$ cat src/rtl/avalon_st_pkt_sink_if.sv
// -----------------------------------------------------------------------------
// avalon_st_pkt_sink_if
//
// Avalon-ST link bundle (readyLatency 0) between a packet source and a sink.
//
// Signals:
//   data           DATA_W   beat payload
//   valid          1        beat valid (source -> sink)
//   ready          1        sink can accept (sink -> source)
//   startofpacket  1        first beat of a packet
//   endofpacket    1        last beat of a packet
//   empty          EMPTY_W  unused symbols in the end-of-packet beat
//
// Modports:
//   master  the source side (drives data/valid/framing, samples ready)
//   slave   the sink side   (samples data/valid/framing, drives ready)
// -----------------------------------------------------------------------------
interface avalon_st_pkt_sink_if #(
  parameter int DATA_W  = 256,
  parameter int EMPTY_W = 5
);

  logic [DATA_W-1:0]  data;
  logic               valid;
  logic               ready;
  logic               startofpacket;
  logic               endofpacket;
  logic [EMPTY_W-1:0] empty;

  modport master (
    output data,
    output valid,
    output startofpacket,
    output endofpacket,
    output empty,
    input  ready
  );

  modport slave (
    input  data,
    input  valid,
    input  startofpacket,
    input  endofpacket,
    input  empty,
    output ready
  );

endinterface

$ cat src/rtl/avalon_st_pkt_sink.sv
// -----------------------------------------------------------------------------
// avalon_st_pkt_sink
//
// Receiving end of the 256-bit Avalon-ST packet link. Accepted beats are
// stored in a first-word-fall-through FIFO that downstream logic drains with a
// simple pop strobe. A two-state framing checker watches the accepted stream,
// drops stray beats that arrive outside a packet, flags packets that are
// reopened before they end, and reports completed-packet count and the byte
// length of the most recently completed packet.
//
// Ports:
//   clk         clock, all logic on the rising edge
//   rst         synchronous active-high reset
//   st          Avalon-ST sink (slave modport); ready is a register
//   out_valid   FIFO head valid
//   out_data    FIFO head data        (0 while out_valid=0)
//   out_sop     FIFO head SOP flag    (0 while out_valid=0)
//   out_eop     FIFO head EOP flag    (0 while out_valid=0)
//   out_empty   FIFO head empty field (0 unless out_eop=1)
//   out_pop     consume the head; ignored while out_valid=0
//   pkt_count   completed packets, wraps at 2^32
//   last_len    byte length of the last completed packet, saturating
//   err_no_sop  one-cycle pulse: beat accepted outside a packet without SOP
//   err_no_eop  one-cycle pulse: SOP accepted while a packet is still open
// -----------------------------------------------------------------------------
module avalon_st_pkt_sink #(
  parameter int DATA_W  = 256,
  parameter int EMPTY_W = 5,
  parameter int DEPTH   = 16,
  parameter int LEN_W   = 16
) (
  input  logic               clk,
  input  logic               rst,

  avalon_st_pkt_sink_if.slave st,

  output logic               out_valid,
  output logic [DATA_W-1:0]  out_data,
  output logic               out_sop,
  output logic               out_eop,
  output logic [EMPTY_W-1:0] out_empty,
  input  logic               out_pop,

  output logic [31:0]        pkt_count,
  output logic [LEN_W-1:0]   last_len,
  output logic               err_no_sop,
  output logic               err_no_eop
);

  // ---------------------------------------------------------------------------
  // Local constants and types
  // ---------------------------------------------------------------------------
  localparam int BEAT_BYTES = DATA_W / 8;
  // Wide enough to hold BEAT_BYTES itself (a full beat), not just BEAT_BYTES-1.
  localparam int BYTES_W    = $clog2(BEAT_BYTES) + 1;
  localparam int PTR_W      = $clog2(DEPTH);
  // Occupancy needs one more bit than the pointers to represent "full".
  localparam int CNT_W      = PTR_W + 1;

  localparam logic [CNT_W-1:0]   DEPTH_C    = CNT_W'(DEPTH);
  localparam logic [BYTES_W-1:0] FULL_BYTES = BYTES_W'(BEAT_BYTES);
  localparam logic [LEN_W-1:0]   LEN_MAX    = '1;

  typedef enum logic {
    IDLE,
    IN_PKT
  } state_t;

  typedef struct packed {
    logic [DATA_W-1:0]  data;
    logic               sop;
    logic               eop;
    logic [EMPTY_W-1:0] empty;
  } entry_t;

  // ---------------------------------------------------------------------------
  // Signals
  // ---------------------------------------------------------------------------
  entry_t             mem [DEPTH];
  entry_t             wr_entry;
  entry_t             head;

  logic [PTR_W-1:0]   wr_ptr;
  logic [PTR_W-1:0]   rd_ptr;
  logic [CNT_W-1:0]   count;
  logic [CNT_W-1:0]   count_next;
  logic               ready_q;

  state_t             state;
  logic [LEN_W-1:0]   acc;

  logic               fire;       // handshake completed this cycle
  logic               stray;      // beat arrives in IDLE without SOP
  logic               push;       // accepted beat is written to the FIFO
  logic               pop;        // head is consumed this cycle

  logic [BYTES_W-1:0] beat_bytes;
  logic [LEN_W:0]     acc_wide;
  logic [LEN_W-1:0]   acc_sum;
  logic [LEN_W-1:0]   pkt_len;    // acc value after this beat

  // ---------------------------------------------------------------------------
  // Handshake qualification
  // ---------------------------------------------------------------------------
  assign st.ready = ready_q;
  assign fire     = st.valid & ready_q;
  assign stray    = (state == IDLE) & ~st.startofpacket;
  // Stray beats complete the handshake (the source must not stall on them)
  // but never reach the FIFO.
  assign push     = fire & ~stray;
  assign pop      = out_pop & (count != '0);

  // Only EOP beats carry a meaningful empty field; store 0 otherwise so the
  // head never shows a stale value.
  assign wr_entry = '{
    data:  st.data,
    sop:   st.startofpacket,
    eop:   st.endofpacket,
    empty: st.endofpacket ? st.empty : '0
  };

  // ---------------------------------------------------------------------------
  // Byte accounting for the beat on the bus
  // ---------------------------------------------------------------------------
  // NOTE: every variable assigned in always_comb gets a default at the top so
  // no path leaves it unassigned, which would otherwise infer a latch.
  always_comb begin
    beat_bytes = FULL_BYTES;
    if (st.endofpacket) begin
      beat_bytes = FULL_BYTES - BYTES_W'(st.empty);
    end

    // One spare bit catches the carry out so the running length saturates
    // instead of wrapping on very long packets.
    acc_wide = {1'b0, acc} + (LEN_W + 1)'(beat_bytes);
    acc_sum  = acc_wide[LEN_W] ? LEN_MAX : acc_wide[LEN_W-1:0];

    // An SOP beat restarts the count from its own bytes, even when it
    // abandons an open packet.
    pkt_len  = st.startofpacket ? LEN_W'(beat_bytes) : acc_sum;
  end

  // ---------------------------------------------------------------------------
  // FIFO occupancy, pointers and registered ready
  // ---------------------------------------------------------------------------
  always_comb begin
    count_next = count;
    case ({push, pop})
      2'b10:   count_next = count + CNT_W'(1);
      2'b01:   count_next = count - CNT_W'(1);
      default: count_next = count;
    endcase
  end

  // NOTE: sequential state is updated with non-blocking assignments only, so
  // every register samples the pre-edge values of its inputs regardless of
  // the order in which always blocks are evaluated.
  always_ff @(posedge clk) begin
    if (rst) begin
      wr_ptr  <= '0;
      rd_ptr  <= '0;
      count   <= '0;
      ready_q <= 1'b0;
    end else begin
      if (push) begin
        wr_ptr <= wr_ptr + PTR_W'(1);
      end
      if (pop) begin
        rd_ptr <= rd_ptr + PTR_W'(1);
      end
      count   <= count_next;
      // Looks at next occupancy, so a pop that frees a slot re-opens ready
      // one cycle later; a push that fills the last slot closes it in time.
      ready_q <= (count_next < DEPTH_C);
    end
  end

  // NOTE: the storage array has no reset; its contents are only observed
  // through the occupancy count, which is reset, so clearing it would cost a
  // wide reset fan-out for no behavioural gain.
  always_ff @(posedge clk) begin
    if (push) begin
      mem[wr_ptr] <= wr_entry;
    end
  end

  // ---------------------------------------------------------------------------
  // First-word-fall-through read side
  // ---------------------------------------------------------------------------
  // Outputs are forced to zero while the FIFO is empty so stale or
  // never-written entries are not visible.
  assign head      = mem[rd_ptr];
  assign out_valid = (count != '0);
  assign out_data  = out_valid ? head.data  : '0;
  assign out_sop   = out_valid ? head.sop   : 1'b0;
  assign out_eop   = out_valid ? head.eop   : 1'b0;
  assign out_empty = out_valid ? head.empty : '0;

  // ---------------------------------------------------------------------------
  // Framing FSM, byte accumulator and status registers
  // ---------------------------------------------------------------------------
  always_ff @(posedge clk) begin
    if (rst) begin
      state      <= IDLE;
      acc        <= '0;
      pkt_count  <= '0;
      last_len   <= '0;
      err_no_sop <= 1'b0;
      err_no_eop <= 1'b0;
    end else begin
      // Error flags are pulses: cleared every cycle unless re-raised below.
      err_no_sop <= fire & stray;
      err_no_eop <= fire & (state == IN_PKT) & st.startofpacket;

      if (push) begin
        acc <= pkt_len;
        if (st.endofpacket) begin
          state     <= IDLE;
          last_len  <= pkt_len;
          pkt_count <= pkt_count + 32'd1;
        end else begin
          state     <= IN_PKT;
        end
      end
    end
  end

endmodule

$ cat src/flat_wrapper.sv
// flat-port wrapper written by rule: the top's interface ports become plain ports
module avalon_st_pkt_sink_flat 
#(
  parameter int DATA_W  = 256,
  parameter int EMPTY_W = 5,
  parameter int DEPTH   = 16,
  parameter int LEN_W   = 16
)
  (clk, rst, out_valid, out_data, out_sop, out_eop, out_empty, out_pop, pkt_count, last_len, err_no_sop, err_no_eop, st_data, st_valid, st_startofpacket, st_endofpacket, st_empty, st_ready);
  avalon_st_pkt_sink_if #(.DATA_W(DATA_W), .EMPTY_W(EMPTY_W)) st_i ();
  input  logic clk;
  input  logic rst;
  output logic out_valid;
  output logic [DATA_W-1:0] out_data;
  output logic out_sop;
  output logic out_eop;
  output logic [EMPTY_W-1:0] out_empty;
  input  logic out_pop;
  output logic [31:0] pkt_count;
  output logic [LEN_W-1:0] last_len;
  output logic err_no_sop;
  output logic err_no_eop;
  input wire logic [$bits(st_i.data)-1:0] st_data;
  input wire logic [$bits(st_i.valid)-1:0] st_valid;
  input wire logic [$bits(st_i.startofpacket)-1:0] st_startofpacket;
  input wire logic [$bits(st_i.endofpacket)-1:0] st_endofpacket;
  input wire logic [$bits(st_i.empty)-1:0] st_empty;
  output wire logic [$bits(st_i.ready)-1:0] st_ready;
  assign st_i.data = st_data;
  assign st_i.valid = st_valid;
  assign st_i.startofpacket = st_startofpacket;
  assign st_i.endofpacket = st_endofpacket;
  assign st_i.empty = st_empty;
  assign st_ready = st_i.ready;
  avalon_st_pkt_sink #(.DATA_W(DATA_W), .EMPTY_W(EMPTY_W), .DEPTH(DEPTH), .LEN_W(LEN_W)) u_core (.clk(clk), .rst(rst), .st(st_i), .out_valid(out_valid), .out_data(out_data), .out_sop(out_sop), .out_eop(out_eop), .out_empty(out_empty), .out_pop(out_pop), .pkt_count(pkt_count), .last_len(last_len), .err_no_sop(err_no_sop), .err_no_eop(err_no_eop));
endmodule
$ cat config.mk
export PLATFORM = sky130hd
export DESIGN_NAME = avalon_st_pkt_sink_flat
export DESIGN_NICKNAME = d
export VERILOG_FILES = /design/src/rtl/avalon_st_pkt_sink_if.sv /design/src/rtl/avalon_st_pkt_sink.sv /design/src/flat_wrapper.sv
export SDC_FILE = /design/constraint.sdc
export NUM_CORES = 2
export LEC_CHECK = 0
export CORE_MARGIN = 2
export CORE_UTILIZATION = 60
export DETAILED_ROUTE_END_ITERATION = 7
export DONT_BUFFER_PORTS = 1
export PLACE_DENSITY_LB_ADDON = 0.25
export SLEW_MARGIN = 20
export SYNTH_ARGS = -nofsm -noshare
export SYNTH_HDL_FRONTEND = slang
export SYNTH_MEMORY_MAX_BITS = 65536
export SYNTH_SLANG_ARGS = --single-unit
export TNS_END_PERCENT = 10
$ cat constraint.sdc
create_clock -name clk -period 32 [get_ports clk]
set_input_delay 3.2 -clock clk [delete_from_list [all_inputs] [get_ports clk]]
set_output_delay 3.2 -clock clk [all_outputs]
set_load 0.1 [all_outputs]
==> results.py <==
metrics = {
    "routing": {
        "ant_nets": 1,
        "avgViaCountPerCell": 6.74,
        "firstDrtPassIters": 7,
        "dr.first_iter.drc_count": 8967,
        "via_count": 72800,
        "routed_wl_mm": 373,
        "drc": 0,
        "detail_route.wl_per_cell_microns": 34.5,
    },
    "min_path": {
        "hold_end": "u_core.acc[2]$_SDFFE_PP0P_",
        "hold_path.class": "reg -> reg",
        "hold_start": "u_core.acc[2]$_SDFFE_PP0P_",
        "holdPathStages": 2,
    },
    "clocking": {
        "cts_hold_buf": 0,
        "ctsResizeCount": 0,
        "clkSlewWorstSetupHoldPaths_ns": 0.06,
        "worstSkewPairLatency_ns": 0.95,
        "post_cts_buffers": 0,
        "clock_sinks": 4293,
        "cts-root-buf": "clkbuf_16",
        "cts_buffer_depth": 4,
        "h-tree-depth": 5,
        "tritoncts": "done",
        "cts_buffers": 415,
    },
    "grt": {
        "grt_overflow": 0,
        "grt_usage_pct": 27.0,
        "grt_pass1_wl_mm": 538,
        "grt_max_degree": 112,
        "grt_pass1_vias": 75900,
        "antenna_found_initial": 12,
    },
    "floorplan": {
        "core-area_sq_um": 271000,
        "io_pins": 582,
        "start_util_pct": 60.4,
        "die_w_microns": 526,
        "rows": 191,
        "fp.dieH_microns": 526,
        "die_area_sq_um": 277000,
    },
    "layout": {
        "multi_input_comb_area_sq_um": 34000,
        "seqCellArea_sq_um": 128000,
        "fin_util_pct": 66.9,
        "nFillCells": 16200,
        "drive_gt1_share_pct": 28.9,
        "syn2layout_area_growth_pct": 10.8,
        "final_nets": 7152,
    },
    "sta": {
        "setup_viol": 0,
        "fin_crit_ns": 11.13,
        "fmax_ghz": 0.0898,
        "finalCritPeriodShare_pct": 34.8,
        "slew_viol_final": 0,
        "relSlewSlack_pct": 20.0,
        "rsz0062_at_grt": "no",
        "worst_pin_slew_ns": 1.21,
        "worst_slack_ns": 20.87,
        "finClkSkew_ns": 0.0475,
        "fin_tns_setup_ns": 0,
        "finalHoldViolations": 0,
    },
    "yosys": {
        "ys_async_sr_fraction_pct": 0,
        "synth_cell_types": 63,
        "yosys.area.top_type_share_pct": 77.2,
        "ys_seq_area_share_pct": 78.3,
        "ys_warn_count": 0,
        "syn_inst": 6648,
        "yosys-top-cells-area": "edfxtp_1 (77%), mux4_2 (18%), dfxtp_1 (1.0%)",
        "ys.flop_type": "edfxtp_1",
        "postSynthNetCount": 6934,
        "synth_commonest_cells": "edfxtp_1 (4,208), mux4_2 (1,315), and2_1 (271), clkbuf_1 (203), buf_2 (96)",
        "syn-cell-area_sq_um": 164000,
        "synth_edf_count": 4208,
        "yosysMostFrequentCell": "edfxtp_1",
        "yosysTopAreaCell": "edfxtp_1",
        "ys_ff_latch": 4293,
        "syn_avg_cell_area_sq_um": 24.6,
    },
    "power_and_ir_drop": {
        "power_switching_mw": 4.85,
        "peakVddDrop_v": 0.0000919,
        "p_leak_nw": 54.3,
        "intPower_mw": 9.92,
        "swShare_pct": 32.8,
        "pwr-share-seq_pct": 42.4,
        "clkPwrFrac_pct": 32.5,
        "pwr-share-comb_pct": 25.2,
        "power.density_nw_per_um2": 81.5,
        "power_mw": 14.8,
    },
    "worst_setup_path": {
        "crit_path_frequent_cell": "buf_4",
        "critPathLaunchType": "register",
        "reg2reg_from": "u_core.st.ready$_SDFF_PP0_",
        "reg2reg_slack_ns": 26.21,
        "end_kind": "output port",
        "r2r_cells": 8,
        "worstPathCellList": "buf_4 > buf_4 > buf_4 > buf_4 > buf_4 > mux4_2 > mux4_2 > and2_1",
        "path_buf_inv": 5,
        "r2r_end": "u_core.mem[10][183]$_DFFE_PP_",
        "worstPathArrival_ns": 7.93,
        "crit_type": "reg -> out",
        "slowest_stage": "dfxtp_4",
        "required_ns": 28.80,
        "crit_family": "buffers and inverters",
        "critPathMaxFanout": 50,
        "critPathMaxStageDelay_ns": 0.98,
    },
    "outcome": {
        "violations": "antenna violations",
        "status": "finished, violations left",
    },
    "placed_design": {
        "io_buffers": 0,
        "place_ws_ns": 21.56,
        "detailed_place_hpwl_mm": 183,
        "gp_congestion": 0.793,
    },
    "flow_run": {
        "max_cap_viol_count": 0,
    },
}
-- worst register-to-register path, delay by kind of cell (launching register included) --
kind	cells	cell delay [ns]
buf+inv	4	2.79
simple gates	4	1.48
flops	1	1.06
-- metal layers --
layer	wire [microns]	global-route usage, %
met5	0	0
met4	10500	7.74
met3	36100	6.63
met2	188000	44.3
met1	138000	36.6
-- worst max-delay path by stage --
stage	endpoint	startpoint	slack (ns)	depth (start not counted)
4_1_cts	out_data[195]	register	20.49	8
3_5_place_dp	out_data[195]	register	21.56	8
6_report	out_data[195]	register	20.87	8
5_1_grt	out_data[179]	register	20.04	8
3_3_place_gp	out_data[194]	register	21.58	8
2_1_floorplan	u_core.mem[1][0]$_DFFE_PP_	st_valid	9.20	5
-- flip-flops by register name, summed over array words and instances (netlist names), named ones only --
register / flops
u_core.st.ready: 1
u_core.last_len: 16
u_core.err_no_eop: 1
u_core.acc: 16
u_core.rd_ptr: 4
u_core.err_no_sop: 1
u_core.pkt_count: 32
u_core.count: 5
u_core.state: 1
u_core.wr_ptr: 4
u_core.mem: 4208
-- cells by family (layout without fill, tap and decap cells) --
kind of cell | after synthesis | count (layout) | share of synthesized area, %
other | 0 | 18 | 0
xor gates and xnor gates | 35 | 35 | 0.187
DFF | 4293 | 4293 | 78.3
and+or+nand+nor | 498 | 498 | 1.75
AOI/OAI and AO/OA | 106 | 106 | 0.400
buffers and inverters | 369 | 933 | 1.07
adders and majority gates | 19 | 19 | 0.154
muxes | 1328 | 1328 | 18.2
-- cell type report --
class | count | area share, %
flip-flops and latches | 4293 | 70.6
repair buffers | 150 | 0.754
clock buffers | 505 | 5.97
clock inverters | 258 | 1.40
diodes | 18 | 0.0248
inverters | 20 | 0.0414
well taps | 3570 | 2.46
multi-input cells | 1986 | 18.7
-- layout by cell type, fill, tap and decap left out, types with 12 or more instances in the layout --
cell type	netlist	layout
o21ai_1	13	13
o21ai_0	13	13
nand3_1	21	21
and2_1	271	255
edfxtp_1	4208	4208
mux4_2	1315	1315
diode_2	0	18
nor3_1	21	17
buf_12	0	19
and2_2	0	16
inv_1	19	19
bufinv_16	0	39
clkinv_2	0	74
clkbuf_16	0	420
clkbuf_1	203	85
mux2i_1	12	12
nor2_4	0	12
clkinv_1	0	104
ha_1	17	17
nor2_1	64	52
xnor2_1	24	24
nand2_1	46	45
dfxtp_1	85	80
buf_4	1	130
a21oi_1	41	41
-- per-stage QoR --
stage | hold WS [ns] | std cells | instance area, sq um
2_1_floorplan | 0.436 | 6648 | 164000
3_3_place_gp | 0.439 | 10000 | 168000
3_5_place_dp | 0.446 | 10000 | 168000
4_1_cts | 0.457 | 10800 | 181000
5_1_grt | 0.465 | 10800 | 181000
6_report | 0.460 | 10800 | 181000
-- power by group through the flow --
stage	combinational (mW)	clock, mW	sequential [mW]
global route	3.85	5.08	6.26
global placement	3.72	0	6.37
detailed placement	3.75	0	6.38
floorplan	3.26	0	6.38
CTS	3.76	4.87	6.26
finish	3.72	4.80	6.26
No activity file was read; power rests on OpenSTA's default activity.
